## config.mk

```make
export PLATFORM = sky130hd
export DESIGN_NAME = psone_pad_rx
export DESIGN_NICKNAME = d
export VERILOG_FILES = /design/src/rtl/psone_pkg.sv /design/src/rtl/psone_sync2.sv /design/src/rtl/psone_pad_rx.sv
export SDC_FILE = /design/constraint.sdc
export NUM_CORES = 1
export LEC_CHECK = 0
export BUFFER_PORTS_ARGS = -buffer_cell sky130_fd_sc_hd__buf_2
export CAP_MARGIN = 20
export CORE_ASPECT_RATIO = 1.25
export CORE_UTILIZATION = 35
export CTS_BUF_LIST = sky130_fd_sc_hd__clkbuf_4 sky130_fd_sc_hd__clkbuf_8
export DETAILED_ROUTE_END_ITERATION = 8
export MAX_ROUTING_LAYER = met4
export PLACE_DENSITY_LB_ADDON = 0.08
export REMOVE_ABC_BUFFERS = 1
export SYNTH_ARGS = -nofsm -noshare
export SYNTH_HDL_FRONTEND = slang
export SYNTH_HIERARCHICAL = 1
export SYNTH_SLANG_ARGS = --single-unit
```

## constraint.sdc

```tcl
create_clock -name iCLK -period 7.86 [get_ports iCLK]
set_input_delay 0.786 -clock iCLK [delete_from_list [all_inputs] [get_ports iCLK]]
set_output_delay 0.786 -clock iCLK [all_outputs]
set_load 0.01 [all_outputs]
```

## src/rtl/psone_pkg.sv

```systemverilog
// psone_pkg -- shared constants and types for the PlayStation pad receiver.
//   PSONE_ID_DIGITAL / PSONE_ID_READY : expected ID bytes at packet offsets 1 and 2
//   psone_err_e                       : packet verdict codes reported on oERR_CODE
//   psone_tx_state_e                  : UART frame sequencer states
//   psone_classify()                  : folds the three packet checks into one code
package psone_pkg;

    localparam logic [7:0] PSONE_ID_DIGITAL = 8'h41;
    localparam logic [7:0] PSONE_ID_READY   = 8'h5A;

    typedef enum logic [1:0] {
        ERR_NONE = 2'd0,
        ERR_LEN  = 2'd1,
        ERR_ID   = 2'd2,
        ERR_ACK  = 2'd3
    } psone_err_e;

    typedef enum logic [1:0] {
        ST_IDLE    = 2'd0,
        ST_SEND    = 2'd1,
        ST_WAIT_HI = 2'd2,
        ST_WAIT_LO = 2'd3
    } psone_tx_state_e;

    // Length problems mask ID problems, which mask ACK problems.
    function automatic psone_err_e psone_classify(input logic len_bad,
                                                  input logic id_bad,
                                                  input logic ack_bad);
        psone_err_e code;
        if (len_bad)      code = ERR_LEN;
        else if (id_bad)  code = ERR_ID;
        else if (ack_bad) code = ERR_ACK;
        else              code = ERR_NONE;
        return code;
    endfunction

endpackage

```

## src/rtl/psone_sync2.sv

```systemverilog
// psone_sync2 -- two-flop synchroniser for asynchronous pad lines.
//   iCLK   : destination clock
//   iRESET : asynchronous active-high reset, output resets to 1 (idle pad level)
//   iD     : asynchronous input
//   oQ     : synchronised output, two iCLK cycles of latency
module psone_sync2 (
    input  logic iCLK,
    input  logic iRESET,
    input  logic iD,
    output logic oQ
);

    logic r_meta;
    logic r_sync;

    always_ff @(posedge iCLK or posedge iRESET) begin
        if (iRESET) begin
            r_meta <= 1'b1;
            r_sync <= 1'b1;
        end else begin
            r_meta <= iD;
            r_sync <= r_meta;
        end
    end

    assign oQ = r_sync;

endmodule

```

## src/rtl/psone_pad_rx.sv

```systemverilog
// psone_pad_rx -- snoops a PlayStation pad SPI exchange, validates each packet and
// forwards accepted packets as a SYNC_BYTE-prefixed frame to a byte-wide UART.
//   iCLK, iRESET          : system clock, asynchronous active-high reset
//   iCS, iSCK             : SPI select (active low) and clock (idle high), iCLK-domain
//   iMISO, iACK           : pad data and acknowledge (active low), asynchronous
//   iTX_BUSY              : UART transmitter busy
//   oTX_ST, oTX_BYTE      : one-cycle UART start and the byte, held until busy falls
//   oBUTTONS              : {byte4, byte3} of the last accepted packet, active low
//   oPKT_VALID, oPKT_ERR  : one-cycle packet verdict pulses
//   oERR_CODE             : verdict code of the last packet, held until the next one
module psone_pad_rx
    import psone_pkg::*;
#(
    parameter int         PKT_BYTES = 8,
    parameter logic [7:0] SYNC_BYTE = 8'hA5
) (
    input  logic        iCLK,
    input  logic        iRESET,
    input  logic        iCS,
    input  logic        iSCK,
    input  logic        iMISO,
    input  logic        iACK,
    input  logic        iTX_BUSY,
    output logic        oTX_ST,
    output logic [7:0]  oTX_BYTE,
    output logic [15:0] oBUTTONS,
    output logic        oPKT_VALID,
    output logic        oPKT_ERR,
    output logic [1:0]  oERR_CODE
);

    localparam logic [3:0] LP_LEN     = 4'(PKT_BYTES);
    localparam logic [3:0] LP_ACK_MIN = 4'(PKT_BYTES - 1);
    localparam logic [4:0] LP_FRAME   = 5'(PKT_BYTES + 1);

    // Input conditioning
    logic w_miso_s;
    logic w_ack_s;
    logic r_cs_d;
    logic r_sck_d;
    logic r_ack_d;

    psone_sync2 u_sync_miso (
        .iCLK   (iCLK),
        .iRESET (iRESET),
        .iD     (iMISO),
        .oQ     (w_miso_s)
    );

    psone_sync2 u_sync_ack (
        .iCLK   (iCLK),
        .iRESET (iRESET),
        .iD     (iACK),
        .oQ     (w_ack_s)
    );

    logic w_cs_fall;
    logic w_cs_rise;
    logic w_sck_rise;
    logic w_ack_fall;

    assign w_cs_fall  =  r_cs_d & ~iCS;
    assign w_cs_rise  = ~r_cs_d &  iCS;
    assign w_sck_rise = ~r_sck_d & iSCK & ~iCS;
    assign w_ack_fall =  r_ack_d & ~w_ack_s & ~iCS;

    // Capture
    logic [2:0] r_bit_cnt;
    logic [6:0] r_shift;
    logic [3:0] r_byte_idx;
    logic [3:0] r_ack_cnt;
    logic       r_ovf;
    logic [7:0] r_cap [16];

    logic       w_byte_done;
    logic       w_cap_full;
    logic [7:0] w_new_byte;

    assign w_byte_done = w_sck_rise & (r_bit_cnt == 3'd7);
    assign w_cap_full  = (r_byte_idx == LP_LEN);
    // Bits arrive LSB first; the 8th sample is the MSB.
    assign w_new_byte  = {w_miso_s, r_shift};

    always_ff @(posedge iCLK or posedge iRESET) begin
        if (iRESET) begin
            r_cs_d     <= 1'b1;
            r_sck_d    <= 1'b1;
            r_ack_d    <= 1'b1;
            r_bit_cnt  <= 3'd0;
            r_byte_idx <= 4'd0;
            r_ack_cnt  <= 4'd0;
            r_ovf      <= 1'b0;
        end else begin
            r_cs_d  <= iCS;
            r_sck_d <= iSCK;
            r_ack_d <= w_ack_s;
            if (w_cs_fall) begin
                r_bit_cnt  <= 3'd0;
                r_byte_idx <= 4'd0;
                r_ack_cnt  <= 4'd0;
                r_ovf      <= 1'b0;
            end else begin
                if (w_sck_rise) begin
                    // 3-bit count wraps to 0 on the 8th sample
                    r_bit_cnt <= r_bit_cnt + 3'd1;
                    if (w_byte_done) begin
                        if (w_cap_full) r_ovf      <= 1'b1;
                        else            r_byte_idx <= r_byte_idx + 4'd1;
                    end
                end
                if (w_ack_fall && (r_ack_cnt != 4'hF)) begin
                    r_ack_cnt <= r_ack_cnt + 4'd1;
                end
            end
        end
    end

    always_ff @(posedge iCLK) begin
        if (w_sck_rise) begin
            r_shift <= {w_miso_s, r_shift[6:1]};
        end
        if (w_byte_done && !w_cap_full) begin
            r_cap[r_byte_idx] <= w_new_byte;
        end
    end

    // Packet verdict
    logic       w_len_bad;
    logic       w_id_bad;
    logic       w_ack_bad;
    psone_err_e w_verdict;
    logic       w_accept;

    assign w_len_bad = (r_bit_cnt != 3'd0) | (r_byte_idx != LP_LEN) | r_ovf;
    assign w_id_bad  = (r_cap[1] != PSONE_ID_DIGITAL) | (r_cap[2] != PSONE_ID_READY);
    assign w_ack_bad = (r_ack_cnt < LP_ACK_MIN);
    assign w_verdict = psone_classify(w_len_bad, w_id_bad, w_ack_bad);
    assign w_accept  = w_cs_rise & (w_verdict == ERR_NONE);

    logic       r_pkt_valid;
    logic       r_pkt_err;
    psone_err_e r_err_code;
    logic [15:0] r_buttons;

    always_ff @(posedge iCLK or posedge iRESET) begin
        if (iRESET) begin
            r_pkt_valid <= 1'b0;
            r_pkt_err   <= 1'b0;
            r_err_code  <= ERR_NONE;
            r_buttons   <= 16'hFFFF;
        end else begin
            r_pkt_valid <= 1'b0;
            r_pkt_err   <= 1'b0;
            if (w_cs_rise) begin
                r_err_code <= w_verdict;
                if (w_verdict == ERR_NONE) begin
                    r_pkt_valid <= 1'b1;
                    r_buttons   <= {r_cap[4], r_cap[3]};
                end else begin
                    r_pkt_err <= 1'b1;
                end
            end
        end
    end

    // UART frame sequencer
    psone_tx_state_e r_state;
    psone_tx_state_e w_state_nxt;
    logic            w_issue;
    logic            w_load;
    logic [4:0]      r_tx_idx;
    logic [3:0]      w_tx_ptr;
    logic [7:0]      w_tx_sel;
    logic [7:0]      r_txbuf [16];
    logic            r_tx_st;
    logic [7:0]      r_tx_byte;

    // r_tx_idx counts bytes already issued; index 0 is the sync header.
    assign w_tx_ptr = 4'(r_tx_idx - 5'd1);
    assign w_tx_sel = (r_tx_idx == 5'd0) ? SYNC_BYTE : r_txbuf[w_tx_ptr];

    always_ff @(posedge iCLK or posedge iRESET) begin
        if (iRESET) r_state <= ST_IDLE;
        else        r_state <= w_state_nxt;
    end

    always_comb begin
        w_state_nxt = r_state;
        w_issue     = 1'b0;
        w_load      = 1'b0;
        case (r_state)
            ST_IDLE: begin
                if (w_accept) begin
                    w_load      = 1'b1;
                    w_state_nxt = ST_SEND;
                end
            end
            ST_SEND: begin
                if (!iTX_BUSY) begin
                    w_issue     = 1'b1;
                    w_state_nxt = ST_WAIT_HI;
                end
            end
            ST_WAIT_HI: begin
                if (iTX_BUSY) w_state_nxt = ST_WAIT_LO;
            end
            ST_WAIT_LO: begin
                if (!iTX_BUSY) begin
                    w_state_nxt = (r_tx_idx < LP_FRAME) ? ST_SEND : ST_IDLE;
                end
            end
            default: w_state_nxt = ST_IDLE;
        endcase
    end

    always_ff @(posedge iCLK or posedge iRESET) begin
        if (iRESET) begin
            r_tx_st   <= 1'b0;
            r_tx_byte <= 8'h00;
            r_tx_idx  <= 5'd0;
        end else begin
            r_tx_st <= w_issue;
            if (w_load) begin
                r_tx_idx <= 5'd0;
            end else if (w_issue) begin
                r_tx_idx  <= r_tx_idx + 5'd1;
                r_tx_byte <= w_tx_sel;
            end
        end
    end

    // The TX buffer is only reloaded from IDLE, so a packet accepted mid-frame
    // cannot disturb the bytes still being sent.
    always_ff @(posedge iCLK) begin
        if (w_load) begin
            for (int i = 0; i < 16; i++) begin
                r_txbuf[i] <= r_cap[i];
            end
        end
    end

    assign oTX_ST     = r_tx_st;
    assign oTX_BYTE   = r_tx_byte;
    assign oBUTTONS   = r_buttons;
    assign oPKT_VALID = r_pkt_valid;
    assign oPKT_ERR   = r_pkt_err;
    assign oERR_CODE  = r_err_code;

endmodule

```

; ---- Word-level counts from Yosys, hierarchy flattened
; Memory sizes are Yosys's and may differ from the RTL's.
; Index checks and enable logic that the tools add are counted.
[word_totals]
regBits = 62
latch_bits = 0
ramBits = 256
romBits = 0
in_bits = 7
out_inout_bits = 29
elab_cells = 112
mem_count = 2
[memory_table]
columns = name, words, width, rd, rd_ports_with_merged_regs, write_ports, line_no
row1 = r_cap, 16, 8, 16, 0, 1, psone_pad_rx.sv:73  ; logic [7:0] r_cap [16];
row2 = r_txbuf, 16, 8, 1, 0, 16, psone_pad_rx.sv:174  ; logic [7:0] r_txbuf [16];
[op_classes]
addsub = 5
mul = 0
div_mod_pow = 0
n_lt_le_gt_ge = 2
eq_ne = 14
shift = 0
mux = 36
bitwise = 16
n_reduce_logical = 17
[op_table]
columns = operator, n
row1 = 2-to-1 mux 4 bit, 6
row2 = 2-to-1 mux 1 bit, 17
row3 = != test 8 x 7 -> 1 bit (second input constant), 2
row4 = 2-to-1 mux 2 bit, 7
row5 = 2-to-1 mux 5 bit, 2
row6 = != test 2 bit (second input constant), 5
row7 = nonzero test 2 bit, 5
row8 = adder 4 x 1 -> 4 bit (second input constant), 2
row9 = AND 1 bit, 8
row10 = 2-to-1 mux 8 bit, 1
row11 = != test 4 bit (second input constant), 2
row12 = one-hot mux 2 bit (4 select lines), 1
row13 = 2-to-1 mux 3 bit, 2
row14 = AND reduction 3 bit, 2
row15 = adder 5 x 1 -> 5 bit (second input constant), 1
row16 = zero test 5 bit, 1
row17 = less-than comparator 5 x 4 -> 1 bit (second input constant), 1
row18 = inverter 1 bit, 5
row19 = == test 2 bit (second input constant), 2
row20 = == test 4 bit (second input constant), 1
row21 = zero test 2 bit, 2
row22 = less-than comparator 4 x 3 -> 1 bit (second input constant), 1
row23 = AND reduction 2 bit, 2
row24 = AND reduction 4 bit, 1
row25 = other kinds (8), 11

; ---- Depth between registers and ports, before layout
; Gate-level depths: netlist of run 1.
[depth]
ltp_word = 10
depth_mapped = 10
mapped_depth_nobuf = 7

; ---- Hierarchy
; The synthesis of run 1 kept the hierarchy.
[modules_own_cells]
columns = module, instances, cells_each, area_per_inst_um2
row1 = psone_pad_rx, 1, 593, 11459.7
row2 = psone_sync2, 2, 3, 56.3

; ---- Worst setup path after synthesis of run 1
; OpenSTA, ideal clock, no wires.
[synth_timing]
path_kind = register to register
from = register r_bit_cnt[0]
to = register r_tx_byte[0] (netlist: oTX_BYTE[0])
arrival_ps = 8009
required_ps = 7732
slack_ps = -277
stages_incl_launch_ff = 8
path_cell_list = dfrtp_1 inv_1 ha_1 or3b_1 or4_4 nor2_1 nor2_1 o221a_2
[synth_between]
elab_chain_len = 10
[synth_rtl]
columns = item, line_no
row1 = "start, declared", psone_pad_rx.sv:68  ; logic [2:0] r_bit_cnt;
row2 = "start signal, assigned", psone_pad_rx.sv:105  ; r_bit_cnt <= r_bit_cnt + 3'd1;
row3 = nonzero test 3 bit, psone_pad_rx.sv:134  ; assign w_len_bad = (r_bit_cnt != 3'd0) | (r_byte_idx != LP_LEN) | r_ovf;
row4 = OR 1 bit (2 in a row), psone_pad_rx.sv:134
row5 = 2-to-1 mux 2 bit, psone_pkg.sv:30  ; if (len_bad) code = ERR_LEN;
row6 = zero test 2 bit, psone_pad_rx.sv:138  ; assign w_accept = w_cs_rise & (w_verdict == ERR_NONE);
row7 = AND 1 bit, psone_pad_rx.sv:138
row8 = 2-to-1 mux 1 bit, psone_pad_rx.sv:193  ; if (w_accept) begin
row9 = 2-to-1 mux 1 bit, psone_pad_rx.sv:191  ; case (r_state)
row10 = inverter 1 bit (no source line), --
row11 = AND reduction 2 bit (no source line), --
row12 = "end signal, assigned", psone_pad_rx.sv:227  ; r_tx_byte <= w_tx_sel;
row13 = "end, declared", psone_pad_rx.sv:176  ; logic [7:0] r_tx_byte;
; No other way between the ends.
; A chain may end at the register's enable or synchronous reset.

; ---- Worst setup path after layout of run 1
[layout_timing]
from = register r_bit_cnt[0]
to = register r_tx_byte[7] (netlist: oTX_BYTE[7])
; Same word-level chain as after synthesis.

==> results of run 1 <==
## metrics by stage
step | std cells | instance area (sq um) | total power [mW] | hold WS (ns) | util [%]
final | 1144 | 13340 | 4.081 | 0.2642 | 40.93
after global routing | 1144 | 13340 | 4.280 | 0.2307 | 40.93
after CTS | 1142 | 13310 | 4.150 | 0.2117 | 40.85
after detailed placement | 1052 | 12330 | 2.764 | 0.3488 | 37.83
after global placement | 1050 | 12300 | 2.757 | 0.3482 | 37.75
after floorplan | 588 | 11510 | 2.488 | 0.3452 | -
## worst reg2reg max path: stages, from the launching register on
cell and delay (ns):
dfrtp_1 0.41, inv_1 0.07, ha_1 0.13, or3b_1 0.36, or4_4 0.60, nor2_4 0.78
buf_12 0.50, nor2_1 0.27, o221a_2 0.31
## flip-flops by register name, indices dropped and copies added (netlist names), 3 cells and up
| signal | cells |
|---|---|
| r_cap | 128 |
| r_txbuf | 128 |
| r_tx_idx | 5 |
| r_byte_idx | 4 |
| oTX_BYTE | 8 |
| r_shift | 7 |
| oBUTTONS | 16 |
| r_ack_cnt | 4 |
| r_bit_cnt | 3 |
## worst max path at each step
stage / to / startpoint / cells past startpoint / slack (ns)
2_1_floorplan: oTX_BYTE[0] / r_bit_cnt[0] / 7 / -0.28
3_3_place_gp: oTX_BYTE[0] / r_bit_cnt[0] / 8 / 4.35
3_5_place_dp: oTX_BYTE[7] / r_bit_cnt[0] / 8 / 4.28
4_1_cts: oTX_BYTE[7] / r_bit_cnt[0] / 8 / 4.29
5_1_grt: oTX_BYTE[2] / r_bit_cnt[0] / 8 / 4.09
6_report: oTX_BYTE[7] / r_bit_cnt[0] / 8 / 4.33
## metal layers
layer	global-route usage [%]	up-vias
met1	18.78	2776
met5	-	-
met3	3.084	46
met2	26.01	118
li1	-	2479
met4	5.767	0
## cell type report
| type | instances | area share, % |
|---|---|---|
| Sequential cell | 318 | 69.75 |
| Multi-Input combinational cell | 256 | 16.32 |
| Clock inverter | 27 | 1.341 |
| Tap cell | 418 | 3.921 |
| Clock buffer | 63 | 6.031 |
| Inverter | 14 | 0.3940 |
| Timing Repair Buffer | 48 | 2.242 |
## placed cells by master, fill, tap and decap left out, types with 15 or more instances in the layout
cell type	synthesis	layout
clkbuf_8	0	54
a21oi_1	15	15
nand2_1	38	38
dfstp_2	23	23
nor2_1	53	52
ha_1	16	16
mux4_2	32	32
dfrtp_1	32	31
buf_2	6	35
edfxtp_1	263	263
mux2_2	17	17
## Yosys cell counts, drive strengths merged (3+ instances only)
cell type / number
a211o: 4
a21oi: 15
and3: 4
buf: 7
clkbuf: 11
dfrtp: 32
dfstp: 23
edfxtp: 263
ha: 16
inv: 13
mux2: 17
mux2i: 3
mux4: 32
nand2: 38
nand2b: 5
nand3: 8
nand4: 3
nor2: 53
nor3: 6
nor4: 3
nor4bb: 3
o21ai: 4
o221a: 4
xnor2: 4
xor2: 6
## cells by family (layout without fill, tap and decap cells)
group,Yosys count,count (layout),share of synthesized area [%]
flip-flops,318,318,80.39
multiplexers,52,52,8.141
AND/OR/NAND/NOR,134,134,5.557
XOR/XNOR,10,10,0.7568
adder cells (fa/ha/maj),16,16,1.730
other,1,8,0.03240
buffers and inverters,32,152,1.178
AO/OA/AOI/OAI,36,36,2.216
## power by group
part | switching (mW) | internal [mW]
Clock | 0.628 | 0.739
Sequential | 0.0583 | 1.86
Combinational | 0.445 | 0.350
==> metrics list, run 1 <==
- The flow ran to the end, and the final reports show no timing, DRC or antenna violations.
* Highest Signal Layer: met4
- Power per cell area: just over 300 mW/mm^2
- Number of cells upsized or downsized after cts: 0
- FF-to-FF End: oTX_BYTE[7]
- Share of post-route cells with drive strength above 1: 29.61%
- Detailed router's first-iteration violation count: 280
- Area of the core region: 0.03259 sq mm
- Worst EP arrival: 3.99 ns
- The floorplan has 74 rows.
- The longest clock path from root to sink contains 3 buffers.
- Least-Margin Pin Slew: 1.078 ns
* Worst-path cell with the longest stage delay: nor2_4
- Reg-to-reg startpoint: r_bit_cnt[0]
- Crit path time final: around 3.5 ns
- Netlist area before placement: 0.01157 sq mm
- The worst setup path is launched from a register.
- The count of nets left with antenna violations once routing finished came out at 0.
* Crit Path Class: register to register
- Global routing used 15.64% of the available tracks.
- Cell count of the worst reg-to-reg path: 8
- The first global-routing pass estimated around 37000 um of wire.
* Series of cell instances along the critical path: inv_1 -> ha_1 -> or3b_1 -> or4_4 -> nor2_4 -> buf_12 -> nor2_1 -> o221a_2
- The most used flip-flop cell after synthesis is edfxtp_1.
- During synthesis, Yosys emitted a total of 6 warnings.
* Setup repair after global routing missed its margin: no
- The pre-antenna-repair detailed-routing pass consisted of 4 iterations.
* Type of element capturing the critical path: register
- CTS HTree Levels: 2
- Final setup vio count: 0
- Final-layout fill cell count: approximately 2900
* Synthesis-stage register bit count: roughly 320
* Final net count: between 700 and 800
* Total inserted antenna cells: 0
- TritonCTS Buffers: 50
- Post-synthesis cell type with the largest combined area: edfxtp_1
- Summing all multi-input logic gate instances after layout gives around 0.0022 sq mm.
- Adding up every negative setup slack in the final design gives 0 ns.
- During placement, the flow inserted port buffers numbering 35.
- The initial antenna violation count is 1.
- Fin crit share: 44.93%
- Summed over all cells, the static leakage comes to 4.692 nW.
- Post-synth EDFFs: 263
* Final hold viol count: 0
* Cts-stage hold buffer count: 0
- At the placement stage, the worst setup path has a slack of between 4 and 5 ns.
* Vias per cell: 4.737
* Maximum operating frequency: about 0.28 GHz
- Summed over all layers, the global routing overflow is 0.
- Via count of the first global-routing pass: 5869
- After clock tree synthesis, the clock-pin slew on the worst setup and hold paths is 0.06 ns.
* Proportion of register bits with asynchronous set or reset after synthesis: 17.30%
- Clock latency on the worst-skew pair, taken at its later pin, is 0.57 ns.
- The routed design uses 12470 um of met2 wire.
- Post-route DRC: 0
- Average wire per standard cell: 21.43 um
* Unique cell type count in the Yosys netlist: 49
* Skew final: 0.01998 ns
* Final weighted congestion in routability-driven placement: 0.7696
- Area Growth Syn to Fin: 15.27%
- Sorting the synthesized cells by area gives the leading types as edfxtp_1 68%, dfrtp_1 6.9%, mux4_2 6.2%.
- Sequential element share of the synthesized area: around 80%
- Across the whole layout, storage elements account for 0.009304 sq mm.
- The routed layout has 5419 vias.
- HP Class: input pin to async pin
- In this run the count of I/O pins placed on the die edge is 36.
* Number of setup buffers added after CTS: 0
- Initial core utilization: 35.51%
* Clock tree from TritonCTS: yes
- For this block, the routed nets add up to 24520 um of wire.
* Max-cap check violation count: 0
- Measured along the y axis, the die boundary spans 205.3 um.
- Entering global routing, the biggest net connects 103 pins.
* DIE WIDTH: 164.6 um
- Peak ir drop on the vdd network: 0.1250 mV
* Largest delay contributor family on the critical path: simple AND/OR/NAND/NOR gates
- Clk Tree Root Cell: clkbuf_8
* Remaining max-slew budget at the tightest pin: 27.89%
- A synthesized cell averages around 19 sq um.
* FF-to-FF setup slack: about 4.3 ns
- Max Slew Vio Count: 0
- Synthesis produced a netlist whose cell count is 599.
- Worst setup margin: 4.328 ns
- The largest single stage delay on the critical path is slightly below 0.8 ns.
* CP Data Required Time: 8.31 ns
- Peak fanout along the critical path: 102
* Wl on met1: 10540 um
- Detailed Place HPWL: 15740 um
- The clock drives 318 sinks.
* Top-area cell type share of the netlist area: 68.25%
- The number of buffers and inverters on the critical path is 2.
* Die Footprint: 0.03380 sq mm
- In the detailed route, the total length drawn on met3 is 909 um.
(Power assumes the default switching activity.)
==> run 2, diff against run 1 <==
Clock period 7.86 ns to 3.6 ns, I/O delays scaled along.
==> run 2 against run 1 <==
  * Maximum frequency increased by 28%
  * Non-clock buffer count increased by 13
  * First-iteration DRC count increased by 17%
  * Highest routed layer unchanged
  * Cell count increased by 1.5%
  * Total power increased by 120%
  * Sequential share of layout area decreased by 0.41 points
  * Critical path depth decreased by 2
  * Largest cell class unchanged
==> metrics list, run 2 (same netlist as run 1, synthesis figures left out) <==
* Result of the run: finished, final reports clean
- Final hold viol count: 0
- The initial utilization of the core area, before any placement, comes to 35.51%.
- After clock tree synthesis, the clock-pin slew on the worst setup and hold paths is ~0.060 ns.
* Area Growth Syn to Fin: 15.95%
- Port buffering added 35 buffers.
* Average wire per standard cell: between 20 and 25 um
- The tree is rooted in a clkbuf_8.
- Clock tree from TritonCTS: yes
* Number of cells upsized or downsized after cts: 0
* Layout Utilization: around 41%
* Peak fanout along the critical path: 92
* Setup repair after global routing missed its margin: no
* Share of post-route cells with drive strength above 1: slightly below 30%
- Among cell families on the critical path, the largest total delay comes from simple AND/OR/NAND/NOR gates.
- Power spread over the standard cell area amounts to between 600 and 700 mW/mm^2.
- Derived from the worst setup path, the maximum achievable clock frequency is 0.3621 GHz.
- Placed Cells: 1062
* CTS HTree Levels: 2
- STA puts the critical path data required time at ~3.8 ns.
* Least-Margin Pin Slew: roughly 1 ns
- Deepest clock path buffer count: 3
- The number of antenna diodes in the final layout is 0.
* Worst EP arrival: 2.96 ns
* Number of rows created at floorplan: 74
- Commonest cells after routing, fill and taps aside: 263 x edfxtp_1, 52 x nor2_1, 52 x clkbuf_8
- The detailed router finished its first iteration with about 330 violations.
- Series of cell instances along the critical path: inv_1 -> ha_1 -> or3b_1 -> or4_4 -> nor2_4 -> buf_12
- Remaining max-slew budget at the tightest pin: 33.59%
- Antenna violations before repair: 0
- Overall via count from detail_route: 5563
* Residual overflow from global routing: 0
- Setup violations remaining at the end of the flow were counted as 0.
* Final weighted congestion in routability-driven placement: 0.7809
- The later pin in the worst-skew pair is clocked with a latency of 0.59 ns.
- Worst setup margin: 0.8384 ns
- Area of the core region: ~0.033 sq mm
- Skew final: 0.03306 ns
* Peak ir drop on the vdd network: roughly 0.46 mV
- For this run, the slowest stage of the critical path takes 0.60 ns.
- Via count of the first global-routing pass: between 5000 and 6000
- Leaving out fill and tap cells, the most frequent cell in the layout is edfxtp_1.
- The tightest hold path in the finished design has a slack of 0.3313 ns.
- Post-route DRC: 0
* Leakage power figure: approximately 4.7 nW
- PnR Total Power: 8.932 mW
- The first global-routing pass estimated approximately 37000 um of wire.
* Final net count: just over 700
- Crit Path Class: register to register
* Worst slack at placement: between 0.8 and 0.9 ns
- For this run, the number of standard cells in the final layout without fillers is 1161.
- 36 I/O pins were placed.
- The die is 164.6 um wide.
- Number of buffer and inverter instances along the worst setup path: 2
* TritonCTS Sinks: about 320
- Type of element capturing the critical path: register
* Residual antenna-violating net count after detailed routing: 0
- The number of hold buffers added after CTS was 5.
- Max-cap violations in this run came to 0.
- Detailed Routing Iterations Pass 1: 4
- Crit path time final: 2.762 ns
- Total wirelength of the detailed-routed design: between 20000 and 25000 um
* Fin crit share: between 70 and 80%
- The die covers 0.03380 sq mm.
- The die is 205.3 um tall.
- The number of max-slew violations in the final report was 0.
- Detailed Place HPWL: about 15000 um
- Among all stages on the critical path, the largest delay is contributed by or4_4.
* HP Class: input pin to register
- Largest net degree at the start of global routing: 93
- Global router's overall resource usage: 15.71%
* Worst Setup Start Kind: register
- Vias per cell: 4.792
- TritonCTS Buffers: ~50
- After clock tree synthesis, the setup repair step added 0 buffers.
-- run 2: changes by cell type in the layout (fill, tap and decap cells not counted), moves of 2 or more --
cell	before	now
buf_4	9	20
clkbuf_4	10	16
clkinv_1	12	18
clkinv_2	11	6
dlygate4sd3_1	0	5
buf_6	2	0
clkbuf_8	54	52
clkinvlp_4	3	1
nor3_1	4	6
nor3_2	2	0
-- run 2: layer usage --
metal,GRT usage (%),vias up,share of wire [%]
li1,-,2508,-
met1,19.28,2876,43
met2,25.54,127,49
met3,2.903,52,4.1
met4,6.389,0,3.1
met5,-,-,0
-- run 2: path summary, 6_finish.rpt --
kind	depth (start not counted)	to	startpoint	slack, ns
min in group asynchronous	3	u_sync_ack/oQ	iRESET	0.37
worst min register to register	0	u_sync_miso/oQ	u_sync_miso/r_meta	0.36
max in group asynchronous	4	oBUTTONS[0]	iRESET	2.23
worst max-delay path	6	r_txbuf[14][5]	r_bit_cnt[0]	0.84
worst max register to register	6	r_txbuf[14][5]	r_bit_cnt[0]	0.84
worst min-delay path	5	r_state[0]	iTX_BUSY	0.33
-- run 2: area by class of cell --
type,instances,area [sq um]
Sequential cell,318,9304
Timing Repair Buffer,61,395.4
Inverter,14,52.55
Multi-Input combinational cell,256,2167
Clock inverter,26,140.1
Fill cell,2957,19170
Tap cell,418,523.0
Clock buffer,68,835.8
-- run 2: per-stage QoR --
stage,TNS [ns],instance area [sq um]
final,0,13420
after detailed placement,0,12390
after global placement,0,12390
after CTS,0,13420
after global routing,0,13420
after floorplan,-549.58,11510
-- run 2: worst register-to-register path: cells and delay by family (launching register included) --
| family | cells | cell delay, ns |
|---|---|---|
| DFF | 1 | 0.40 |
| buffers and inverters | 2 | 0.52 |
| and+or+nand+nor | 3 | 1.25 |
| adders and majority gates | 1 | 0.13 |
-- run 2: power by group --
group / total (mW) / internal (mW) / leakage [nW] / switching, mW
clock: 2.96 / 1.58 / 0.516 / 1.38
sequential: 4.18 / 4.06 / 3.01 / 0.116
combinational: 1.79 / 0.780 / 1.21 / 1.01
